==> src/rtl/meas_bcd_fmt_pkg.sv <==
// Shared types and widths for the measurement BCD formatter.
// State encoding plus binary/BCD widths of the two result paths.
package meas_bcd_fmt_pkg;

   localparam int FREQ_BITS   = 20;
   localparam int FREQ_DIGITS = 7;
   localparam int MV_BITS     = 16;
   localparam int MV_DIGITS   = 5;

   typedef enum logic [2:0] {
      ST_IDLE   = 3'd0,
      ST_CHECK  = 3'd1,
      ST_CONV_F = 3'd2,
      ST_CONV_V = 3'd3,
      ST_DONE   = 3'd4
   } fmt_state_e;

endpackage

==> src/rtl/meas_bcd_fmt_bcd_dd_step.sv <==
// One double-dabble iteration: add 3 to nibbles >= 5, then shift
// the {bcd, bin} pair left by one bit.
module bcd_dd_step #(
   parameter int DIGITS = 7,
   parameter int BITS   = 20
) (
   input  logic [4*DIGITS-1:0] bcd_cur,
   input  logic [BITS-1:0]     bin_cur,
   output logic [4*DIGITS-1:0] bcd_nxt,
   output logic [BITS-1:0]     bin_nxt
);

   logic [4*DIGITS-1:0] bcd_adj;

   for (genvar i = 0; i < DIGITS; i++) begin : g_adj
      assign bcd_adj[4*i +: 4] = (bcd_cur[4*i +: 4] >= 4'd5)
                               ? bcd_cur[4*i +: 4] + 4'd3
                               : bcd_cur[4*i +: 4];
   end

   assign bcd_nxt = {bcd_adj[4*DIGITS-2:0], bin_cur[BITS-1]};
   assign bin_nxt = {bin_cur[BITS-2:0], 1'b0};

   // Top bit always shifts out as 0 when the digit count suffices.
   logic unused_msb;
   assign unused_msb = bcd_adj[4*DIGITS-1];

endmodule

==> src/rtl/meas_bcd_fmt.sv <==
// Periodic snapshot of frequency and Vpp, mV scaling, and sequential
// binary-to-BCD conversion with an atomic result update and done strobe.
module meas_bcd_fmt
   import meas_bcd_fmt_pkg::*;
#(
   parameter logic [23:0] UPDATE_CNT = 24'd10_000_000,
   parameter logic [13:0] VPP_SCALE  = 14'd10039
) (
   input  logic        sys_clk,
   input  logic        rst_n,
   input  logic        hold,
   input  logic [19:0] ad_freq,
   input  logic [7:0]  ad_vpp,
   output logic [27:0] freq_bcd,
   output logic [15:0] vpp_mv,
   output logic [19:0] vpp_bcd,
   output logic        fmt_done,
   output logic        busy
);

   fmt_state_e state;

   logic [23:0] cnt;
   logic        tick;

   logic [FREQ_BITS-1:0]     snap_f;
   logic [7:0]               snap_v;
   logic [MV_BITS-1:0]       mv;
   logic [4:0]               iter;

   logic [FREQ_BITS-1:0]     f_bin, f_bin_nxt;
   logic [4*FREQ_DIGITS-1:0] f_bcd, f_bcd_nxt;
   logic [MV_BITS-1:0]       v_bin, v_bin_nxt;
   logic [4*MV_DIGITS-1:0]   v_bcd, v_bcd_nxt;

   logic [21:0] prod;
   logic        match;

   assign tick  = (cnt == UPDATE_CNT - 24'd1);
   assign prod  = {14'd0, snap_v} * {8'd0, VPP_SCALE};
   assign match = (ad_freq == snap_f) && (ad_vpp == snap_v);

   logic unused_frac;
   assign unused_frac = ^prod[7:0];

   bcd_dd_step #(.DIGITS(FREQ_DIGITS), .BITS(FREQ_BITS)) u_step_f (
      .bcd_cur (f_bcd),
      .bin_cur (f_bin),
      .bcd_nxt (f_bcd_nxt),
      .bin_nxt (f_bin_nxt)
   );

   bcd_dd_step #(.DIGITS(MV_DIGITS), .BITS(MV_BITS)) u_step_v (
      .bcd_cur (v_bcd),
      .bin_cur (v_bin),
      .bcd_nxt (v_bcd_nxt),
      .bin_nxt (v_bin_nxt)
   );

   always_ff @(posedge sys_clk) begin
      if (!rst_n || tick) cnt <= 24'd0;
      else                cnt <= cnt + 24'd1;
   end

   always_ff @(posedge sys_clk) begin
      if (!rst_n) begin
         state    <= ST_IDLE;
         snap_f   <= '0;
         snap_v   <= '0;
         mv       <= '0;
         iter     <= '0;
         f_bin    <= '0;
         f_bcd    <= '0;
         v_bin    <= '0;
         v_bcd    <= '0;
         freq_bcd <= '0;
         vpp_mv   <= '0;
         vpp_bcd  <= '0;
         fmt_done <= 1'b0;
         busy     <= 1'b0;
      end else begin
         fmt_done <= 1'b0;
         unique case (state)
            ST_IDLE: begin
               // busy stays up through the fmt_done cycle, drops here
               busy <= 1'b0;
               if (tick && !hold) begin
                  snap_f <= ad_freq;
                  snap_v <= ad_vpp;
                  busy   <= 1'b1;
                  state  <= ST_CHECK;
               end
            end
            ST_CHECK: begin
               if (match) begin
                  mv    <= {2'b00, prod[21:8]};
                  f_bin <= snap_f;
                  f_bcd <= '0;
                  iter  <= '0;
                  state <= ST_CONV_F;
               end else begin
                  snap_f <= ad_freq;
                  snap_v <= ad_vpp;
               end
            end
            ST_CONV_F: begin
               f_bin <= f_bin_nxt;
               f_bcd <= f_bcd_nxt;
               iter  <= iter + 5'd1;
               if (iter == 5'd19) begin
                  v_bin <= mv;
                  v_bcd <= '0;
                  iter  <= '0;
                  state <= ST_CONV_V;
               end
            end
            ST_CONV_V: begin
               v_bin <= v_bin_nxt;
               v_bcd <= v_bcd_nxt;
               iter  <= iter + 5'd1;
               if (iter == 5'd15) state <= ST_DONE;
            end
            ST_DONE: begin
               freq_bcd <= f_bcd;
               vpp_mv   <= mv;
               vpp_bcd  <= v_bcd;
               fmt_done <= 1'b1;
               state    <= ST_IDLE;
            end
            default: state <= ST_IDLE;
         endcase
      end
   end

endmodule

==> config.mk <==
export PLATFORM = sky130hd
export DESIGN_NAME = meas_bcd_fmt
export DESIGN_NICKNAME = d
export VERILOG_FILES = /design/src/rtl/meas_bcd_fmt_pkg.sv /design/src/rtl/meas_bcd_fmt_bcd_dd_step.sv /design/src/rtl/meas_bcd_fmt.sv
export SDC_FILE = /design/constraint.sdc
export NUM_CORES = 1
export LEC_CHECK = 0
export ABC_CLOCK_PERIOD_IN_PS = 7500
export CAP_MARGIN = 20
export CORE_ASPECT_RATIO = 1.4
export CORE_MARGIN = 2
export CORE_UTILIZATION = 25
export CTS_CLUSTER_DIAMETER = 100
export DETAILED_ROUTE_END_ITERATION = 6
export SYNTH_ARGS = -nofsm -noshare
export SYNTH_HDL_FRONTEND = slang
export SYNTH_HIERARCHICAL = 1
export SYNTH_SLANG_ARGS = --single-unit
==> constraint.sdc <==
create_clock -name sys_clk -period 7.5 [get_ports sys_clk]
set_clock_uncertainty 0.2 [all_clocks]
set_input_delay 1.5 -clock sys_clk [delete_from_list [all_inputs] [get_ports sys_clk]]
set_output_delay 1.5 -clock sys_clk [all_outputs]
set_load 0.01 [all_outputs]
; Word-level counts from Yosys, hierarchy flattened
; Cells that the tools add are included.
[op_classes]
muxes = 36
reduce_logical = 16
mul = 1
n_addsub = 14
order_cmp = 12
n_eq_ne = 14
[ops]
columns = cell, n
row1 = 20-bit one-hot mux with 2 select lines, 3
row2 = 20-bit 2-to-1 mux, 4
row3 = 28-bit one-hot mux with 2 select lines, 1
row4 = 4-bit by 3-bit >= comparator with 1-bit output (second input constant), 12
row5 = 4-bit by 2-bit adder with 4-bit output (second input constant), 10
row6 = 4-bit 2-to-1 mux, 10
row7 = 16-bit one-hot mux with 2 select lines, 1
row8 = 28-bit 2-to-1 mux, 1
row9 = 24-bit by 1-bit adder with 24-bit output (second input constant), 1
row10 = 24-bit equality test (second input constant), 1
row11 = 8-bit by 14-bit multiplier with 22-bit output (second input constant), 1
row12 = 20-bit equality test, 1
row13 = 3-bit 2-to-1 mux, 6
row14 = 16-bit 2-to-1 mux, 1
row15 = 8-bit 2-to-1 mux, 2
row16 = 8-bit one-hot mux with 2 select lines, 1
row17 = 5-bit one-hot mux with 3 select lines, 1
row18 = 3-bit one-hot mux with 4 select lines, 1
row19 = 5-bit 2-to-1 mux, 2
row20 = 2-bit != test (second input constant), 5
row21 = 8-bit equality test, 1
row22 = 2-bit AND reduction, 4
row23 = 3-bit by 2-bit adder with 3-bit output (second input constant), 2
row24 = 3-bit by 2-bit equality test with 1-bit output (second input constant), 2
row25 = 14 further kinds, 19
[word_totals]
word_cells = 108
ff_bits = 222
output_inout_bits = 66
in_bits = 31

; Longest topological paths before layout
; Gate-level depths: netlist (run 1).
[depth]
depth_word = 4
depth_mapped = 16
depth_no_buf = 15

; Modules after synthesis
; The synthesis (run 1) kept the hierarchy.
[modules_own_cells]
columns = module, area_per_inst_um2, instances, cells_each
row1 = meas_bcd_fmt, 10714.0, 1, 1211
row2 = bcd_dd_step at u_step_f, 850.8, 1, 130
row3 = bcd_dd_step at u_step_v, 618.1, 1, 94

; Worst setup path before layout (run 1)
; Ideal clock, no wire load.
[synth_timing]
kind = register to register
startpoint = reg snap_v[5]
endpoint = reg mv[7]
setup_slack_ps = 3224
t_arrival_ps = 3954
synth_period_minus_slack_ps = 4276
path_buffers = 0
required_time_ps = 7178
path_stages_with_launch = 14
setup_time_ps = 122
path_cell_list = dfxtp_1 > fa_1 > inv_1 > fa_1 > inv_1 > fa_1 > fa_1 > ha_1 > inv_1 > a221oi_1 > a21o_1 > a21oi_1 > and4_1 > a311o_1
[synth_between]
elab_chain_len = 3
word_cells_on_any_way = 4
cone_classes = mul: 1 / eq/ne: 1 / reduce/logical: 2
[synth_lines]
columns = item, line
row1 = start: declaration, meas_bcd_fmt.sv:27  ; logic [7:0] snap_v;
row2 = start signal: assignment, meas_bcd_fmt.sv:89  ; snap_v <= ad_vpp;
row3 = start signal: assignment, meas_bcd_fmt.sv:103  ; snap_v <= ad_vpp;
row4 = branches (longest 3 deep; another with 8-bit by 14-bit multiplier with 22-bit output), --
row5 = end signal: assignment, meas_bcd_fmt.sv:96  ; mv <= {2'b00, prod[21:8]};
row6 = end: declaration, meas_bcd_fmt.sv:28  ; logic [MV_BITS-1:0] mv;
; Several ways; the timed one is not identified.
; A chain may end at the register's enable or synchronous reset.

; Final worst setup path (run 1)
[layout_timing]
startpoint = reg snap_v[2]
endpoint = reg mv[5]
; Same word-level chain as after synthesis.

==> results of run 1 <==
==> flip-flops by register name, summed over array words and instances (netlist names) <==
signal / count
vpp_mv: 14
iter: 5
busy: 1
f_bcd: 28
cnt: 24
freq_bcd: 28
mv: 14
f_bin: 20
state: 3
v_bin: 16
snap_v: 8
fmt_done: 1
v_bcd: 20
snap_f: 20
vpp_bcd: 20
==> worst reg2reg max path, delay by kind of cell (launching register included) <==
| family | cells | cell delay [ns] |
|---|---|---|
| buffers and inverters | 4 | 0.25 |
| DFF | 1 | 0.57 |
| AOI/OAI and AO/OA | 6 | 1.56 |
| adders and majority gates | 5 | 2.00 |
==> power breakdown <==
part / internal [W] / switching [W] / leakage [nW] / total, W
Sequential: 0.00118 / 0.00000146 / 1.79 / 0.00118
Clock: 0.000769 / 0.000516 / 0.442 / 0.00129
Combinational: 0.0000239 / 0.0000390 / 3.17 / 0.0000629
==> layout make-up <==
class / count / area share, %
inverters: 100 / 2.644
well taps: 630 / 5.516
clock buffers: 40 / 5.559
clock inverters: 9 / 0.6479
repair buffers: 104 / 7.179
multi-input cells: 1009 / 47.36
flip-flops and latches: 222 / 31.10
==> layer usage <==
metal / part of all wire (%) / vias up / global-route usage [%] / wire length [um]
li1: - / 4849 / - / -
met1: 45 / 4511 / 13.49 / 12520
met3: 3.2 / 43 / 1.227 / 894
met5: 0 / - / 0 / 0
met4: 2.2 / 0 / 2.891 / 614
met2: 49 / 150 / 19.42 / 13700
==> cells by family after synthesis <==
| kind of cell | count (synthesis) |
|---|---|
| other | 3 |
| multiplexers | 62 |
| XOR/XNOR | 68 |
| adder cells (fa/ha/maj) | 105 |
| flip-flops | 222 |
| buffers and inverters | 205 |
| AO/OA/AOI/OAI | 280 |
| AND/OR/NAND/NOR | 490 |
==> cell usage after synthesis, types with 17 or more instances <==
cell,n,area (um^2)
a21oi_1,102,510.5
nor2_1,92,345.3
nand3_1,17,85.08
ha_1,76,950.9
nand2b_1,23,143.9
nand2_1,298,1119
fa_1,29,580.6
xnor2_1,24,210.2
mux2i_1,60,600.6
clkbuf_1,47,176.4
dfxtp_1,222,4444
a22oi_1,25,187.7
o21ai_0,39,195.2
inv_1,96,360.4
a22o_1,28,245.2
buf_4,40,300.3
xor2_1,44,385.4
==> per-stage QoR <==
step | area (um^2) | util, % | setup slack [ns] | total power [W]
global route | 14290 | 29.76 | 2.460 | 0.002620
finish | 14290 | 29.76 | 2.804 | 0.002530
floorplan | 12190 | - | 3.224 | 0.001244
global placement | 13370 | 27.85 | 2.921 | 0.001270
detailed placement | 13400 | 27.91 | 2.862 | 0.001271
CTS | 14290 | 29.76 | 2.836 | 0.002572
==> how the worst max path moves through the flow <==
stage          endpoint  slack [ns]  depth (start not counted)
4_1_cts           mv[5]        2.84                         15
3_5_place_dp      mv[7]        2.86                         15
6_report          mv[5]        2.80                         15
2_1_floorplan     mv[7]        3.22                         13
3_3_place_gp      mv[7]        2.92                         15
5_1_grt           mv[5]        2.46                         15
==> flow_metrics.env, run 1 <==
export IMPL_status="finished, final reports clean"
export IMPL_ir_worst_vdd_uv=161.9
export IMPL_clk_pin_slew_worst_paths_ns=0.06
export IMPL_cts_setup_buffers=0
export IMPL_cts_root_buf="clkbuf_16"
export IMPL_rr_worst_depth=15
export IMPL_boundaryPins=97
export IMPL_start_util_pct=25.37
export IMPL_cp_arrival_ns=4.92
export IMPL_synth_xor_area_share_pct=4.889
export IMPL_criticalPathCategory="reg -> reg"
export IMPL_yosys_most_used_dff="dfxtp_1"
export IMPL_die_h_um=265.2
export IMPL_synthMuxAreaShare_pct=5.238
export IMPL_n_antenna_cell=0
export IMPL_synth_top_family_by_area="simple AND/OR/NAND/NOR gates"
export IMPL_p_per_area_nw_per_um2=177.1
export IMPL_num_rows=95
export IMPL_drt_iter0_drc=411
export IMPL_p_leak_nw=5.401
export IMPL_crit_required_ns=7.73
export IMPL_firstDrtPassIters=5
export IMPL_grt_pass1_vias=9085
export IMPL_crit_path_cell_trace="inv_1 -> fa_1 -> fa_1 -> inv_1 -> ha_1 -> inv_1 -> fa_1 -> inv_1 -> ha_1 -> o21ai_1 -> a221oi_1 -> o21ai_1 -> o21bai_1 -> a211oi_1 -> o32ai_1"
export IMPL_gp_congestion=0.8929
export IMPL_clock_sinks=222
export IMPL_crit_top_cell="inv_1"
export IMPL_synth_simple_area_share_pct=17.65
export IMPL_yosysWarnings=6
export IMPL_ant_nets=0
export IMPL_coreArea_um2=48020
export IMPL_layout_commonest_cell="nand2_1"
export IMPL_layout_common_cells="298 x nand2_1, 222 x dfxtp_1, 102 x a21oi_1, 96 x inv_1, 93 x clkdlybuf4s50_1"
export IMPL_timing_fmax_mhz=213.0
export IMPL_drv_cap=0
export IMPL_synthCells=1435
export IMPL_fin_crit_ns=4.696
export IMPL_async_flop_share_pct=0
export IMPL_cp_top_family="adder cells"
export IMPL_synthAdderAreaFrac_pct=12.57
export IMPL_synthesis_area_um2=12180
export IMPL_clock_latency_ns=0.54
export IMPL_hold_depth=2
export IMPL_crit_fanout=8
export IMPL_crit_slowest_cell="a221oi_1"
export IMPL_slew_viol_final=0
export IMPL_fin_tns_setup_ns=0
export IMPL_overflow=0
export IMPL_synth_edff_count=0
export IMPL_synth_compound_area_share_pct=14.86
export IMPL_r2r_end="mv[5]"
export IMPL_htree_levels=1
export IMPL_numPlacedInstances=2065
export IMPL_path_buf_inv=4
export IMPL_fillers=5121
export IMPL_rrSetupSlack_ns=2.80
export IMPL_worstSetupStartpointType="flop"
export IMPL_r2r_start="snap_v[2]"
export IMPL_relSlewSlack_pct=35.51
export IMPL_clock_path_buffers=3
export IMPL_min_delay_start="freq_bcd[24]"
export IMPL_cts_made_buffers=27
export IMPL_die_w_um=190.6
export IMPL_via_per_inst=4.519
export IMPL_multi_input_area_um2=6768
export IMPL_drive_gt1_share_pct=6.132
export IMPL_drc_errors=0
export IMPL_synth_area_per_cell_um2=8.490
export IMPL_cp_slowest_stage_delay_ns=0.66
export IMPL_place_hpwl_um=19830
export IMPL_die_area_um2=50540
export IMPL_yosysSeqAreaShare_pct=36.48
export IMPL_min_to="freq_bcd[24]"
export IMPL_fin_nets=1600
export IMPL_grt_use_total_pct=10.78
export IMPL_ys_ff_latch=222
export IMPL_fin_hold_ws_ns=0.2508
export IMPL_hold_buffers=0
export IMPL_seqCellArea_um2=4444
export IMPL_setup_viol=0
export IMPL_finalHoldViolCount=0
export IMPL_vias=9553
export IMPL_end_kind="flop"
export IMPL_yosysUniqueCellTypes=74
export IMPL_routed_wl_um=27730
export IMPL_syn_to_final_growth_pct=17.31
export IMPL_grt_max_degree=100
export IMPL_cts_resized=0
export IMPL_max_slew_worst_pin_slew_ns=0.9674
export IMPL_io_buffers=94
export IMPL_min_period_over_period_pct=62.61
export IMPL_grt_pass1_wl_um=45800
export IMPL_cts_tree="done"
export IMPL_hp_class="reg -> reg"
export IMPL_fin_cells=2114
export IMPL_rsz0062_at_grt="no"
export IMPL_startpoint="snap_v[2]"
export IMPL_drt_wirelength_per_cell_um=13.12
export IMPL_antenna_found_initial=0
(Power assumes the default switching activity.)
==> run 2, diff against run 1 <==
--- a/config.mk
+++ b/config.mk
@@ -5,7 +5,7 @@
 export SDC_FILE = /design/constraint.sdc
 export NUM_CORES = 1
 export LEC_CHECK = 0
-export ABC_CLOCK_PERIOD_IN_PS = 7500
+export ABC_CLOCK_PERIOD_IN_PS = 4200
 export CAP_MARGIN = 20
 export CORE_ASPECT_RATIO = 1.4
 export CORE_MARGIN = 2
==> constraint.sdc (replaced) <==
create_clock -name sys_clk -period 4.2 [get_ports sys_clk]
set_clock_uncertainty 0.2 [all_clocks]
set_input_delay 0.84 -clock sys_clk [delete_from_list [all_inputs] [get_ports sys_clk]]
set_output_delay 0.84 -clock sys_clk [all_outputs]
set_load 0.01 [all_outputs]
==> run 2 against run 1 <==
Compared with the run above:
- count of clock-buffer cells in the layout is 4 lower
- worst setup slack worse by 2.8 ns
- critical path depth is 1 lower
- first-iteration DRC count is 3.2% higher
- utilization is 0.70 points higher
- register-to-register slack worse by 2.8 ns
- sequential share of layout area is 0.64 points lower
- non-clock buffer count is 24 higher
- flip-flop and latch count stayed put
- largest power group unchanged
- highest routed layer unchanged
==> flow_metrics.env, run 2 (same netlist as run 1, synthesis figures left out) <==
export IMPL_status="finished, final reports clean"
export IMPL_setup_viol=0
export IMPL_hp_class="reg -> reg"
export IMPL_multi_input_area_um2=6918
export IMPL_slew_viol_final=0
export IMPL_cp_arrival_ns=4.38
export IMPL_drive_gt1_share_pct=9.527
export IMPL_cts_made_buffers=25
export IMPL_grt_pass1_wl_um=45870
export IMPL_start_util_pct=25.37
export IMPL_fin_nets=1622
export IMPL_drc_errors=0
export IMPL_grt_use_total_pct=10.89
export IMPL_cts_root_buf="clkbuf_16"
export IMPL_syn_to_final_growth_pct=20.06
export IMPL_io_buffers=94
export IMPL_ir_worst_vdd_uv=240.3
export IMPL_antenna_found_initial=0
export IMPL_via_per_inst=4.518
export IMPL_min_period_over_period_pct=98.86
export IMPL_clk_pin_slew_worst_paths_ns=0.06
export IMPL_cts_tree="done"
export IMPL_drt_wirelength_per_cell_um=13.11
export IMPL_firstDrtPassIters=7
export IMPL_hold_buffers=0
export IMPL_coreArea_um2=48020
export IMPL_boundaryPins=97
export IMPL_max_slew_worst_pin_slew_ns=0.9069
export IMPL_overflow=0
export IMPL_finalHoldViolCount=0
export IMPL_dp_slack_ns=-0.1108
export IMPL_grt_max_degree=98
export IMPL_num_rows=95
export IMPL_ant_nets=0
export IMPL_gp_congestion=0.8810
export IMPL_fillers=5078
export IMPL_crit_required_ns=4.43
export IMPL_rsz0062_at_grt="yes"
export IMPL_final_setup_worst_slack_ns=0.04796
export IMPL_crit_path_cell_trace="fa_2 -> inv_2 -> fa_1 -> inv_1 -> fa_1 -> fa_2 -> ha_4 -> inv_2 -> a221oi_2 -> buf_4 -> a21o_1 -> a21oi_2 -> and4_1 -> a311o_1"
export IMPL_cts_setup_buffers=0
export IMPL_place_hpwl_um=20030
export IMPL_relSlewSlack_pct=39.54
export IMPL_drt_iter0_drc=424
export IMPL_n_antenna_cell=0
export IMPL_grt_pass1_vias=9344
export IMPL_die_area_um2=50540
export IMPL_top_regs="f_bcd: 28 flops, freq_bcd: 28 flops, cnt: 24 flops"
export IMPL_rrSetupSlack_ns=0.05
export IMPL_die_w_um=190.6
export IMPL_clock_latency_ns=0.55
export IMPL_clock_sinks=222
export IMPL_seqCellArea_um2=4456
export IMPL_die_h_um=265.2
export IMPL_cp_slowest_stage_delay_ns=0.60
export IMPL_fin_crit_ns=4.152
export IMPL_criticalPathCategory="reg -> reg"
export IMPL_crit_fanout=6
export IMPL_worstSetupStartpointType="flop"
export IMPL_p_leak_nw=5.485
export IMPL_fin_tns_setup_ns=0
export IMPL_routed_wl_um=27940
export IMPL_clock_path_buffers=3
export IMPL_htree_levels=1
export IMPL_drv_cap=0
export IMPL_end_kind="flop"
export IMPL_layout_commonest_cell="nand2_1"
export IMPL_crit_slowest_cell="fa_2"
export IMPL_timing_fmax_mhz=240.8
export IMPL_vias=9628
export IMPL_p_per_area_nw_per_um2=309.6
export IMPL_layout_common_cells="298 x nand2_1, 219 x dfxtp_1, 100 x a21oi_1, 93 x clkdlybuf4s50_1, 91 x inv_1"
==> run 2: cell types whose count changed in the layout (fill, tap and decap cells not counted), moves of 4 or more <==
| cell | delta |
|---|---|
| buf_4 | +24 |
| ha_1 | -10 |
| ha_4 | +8 |
| clkinv_2 | -5 |
| fa_1 | -5 |
| fa_2 | +5 |
| inv_1 | -5 |
| inv_2 | +5 |
| clkbuf_1 | -4 |
==> run 2: final cells by class <==
type | count | share of cell area, %
Tap cell | 630 | 5.389
Multi-Input combinational cell | 1009 | 47.30
Sequential cell | 222 | 30.46
Timing Repair Buffer | 128 | 8.315
Inverter | 100 | 2.583
Clock inverter | 6 | 0.7784
Clock buffer | 36 | 5.175
==> run 2: path summary, 6_finish.rpt <==
path,from,to,depth (start not counted)
setup / recovery,snap_v[6],mv[7],14
hold / removal,freq_bcd[20],freq_bcd[20],2
setup reg to reg,snap_v[6],mv[7],14
hold reg to reg,freq_bcd[20],freq_bcd[20],2
==> run 2: repair_timing <==
| action | 4_1_cts | 5_1_grt |
|---|---|---|
| setup endpoints to repair | 8 | 12 |
| pin swaps | 1 | 18 |
| resized for setup | 8 | 27 |
==> run 2: critical path, delay by kind of cell, from the launching register on <==
family | cells | cell delay (ns)
and+or+nand+nor | 1 | 0.20
DFF | 1 | 0.37
AOI/OAI and AO/OA | 4 | 0.64
adders and majority gates | 5 | 2.32
buffers and inverters | 4 | 0.30
==> run 2: per-stage QoR <==
stage	utilization [%]	hold slack, ns	instance area (um^2)	instances	power (W)
after floorplan	-	0.2299	12190	1436	0.002221
after global placement	28.28	0.2439	13580	2088	0.002269
after detailed placement	28.32	0.2480	13600	2089	0.002270
after CTS	30.19	0.2561	14500	2131	0.004615
after global routing	30.46	0.2711	14630	2131	0.004699
final	30.46	0.2503	14630	2131	0.004529
==> run 2: per-layer routing <==
| layer | GRT usage, % | wire length, um | vias to the layer above |
|---|---|---|---|
| met3 | 1.385 | 917 | 46 |
| li1 | - | - | 4886 |
| met4 | 4.023 | 770 | 0 |
| met5 | 0 | 0 | - |
| met1 | 12.78 | 12090 | 4521 |
| met2 | 20.00 | 14160 | 175 |
==> run 2: report_power, final <==
part / switching [W] / leakage, nW / internal (W)
clock network: 0.000885 / 0.422 / 0.00142
logic: 0.0000690 / 3.27 / 0.0000418
registers: 0.00000245 / 1.79 / 0.00211
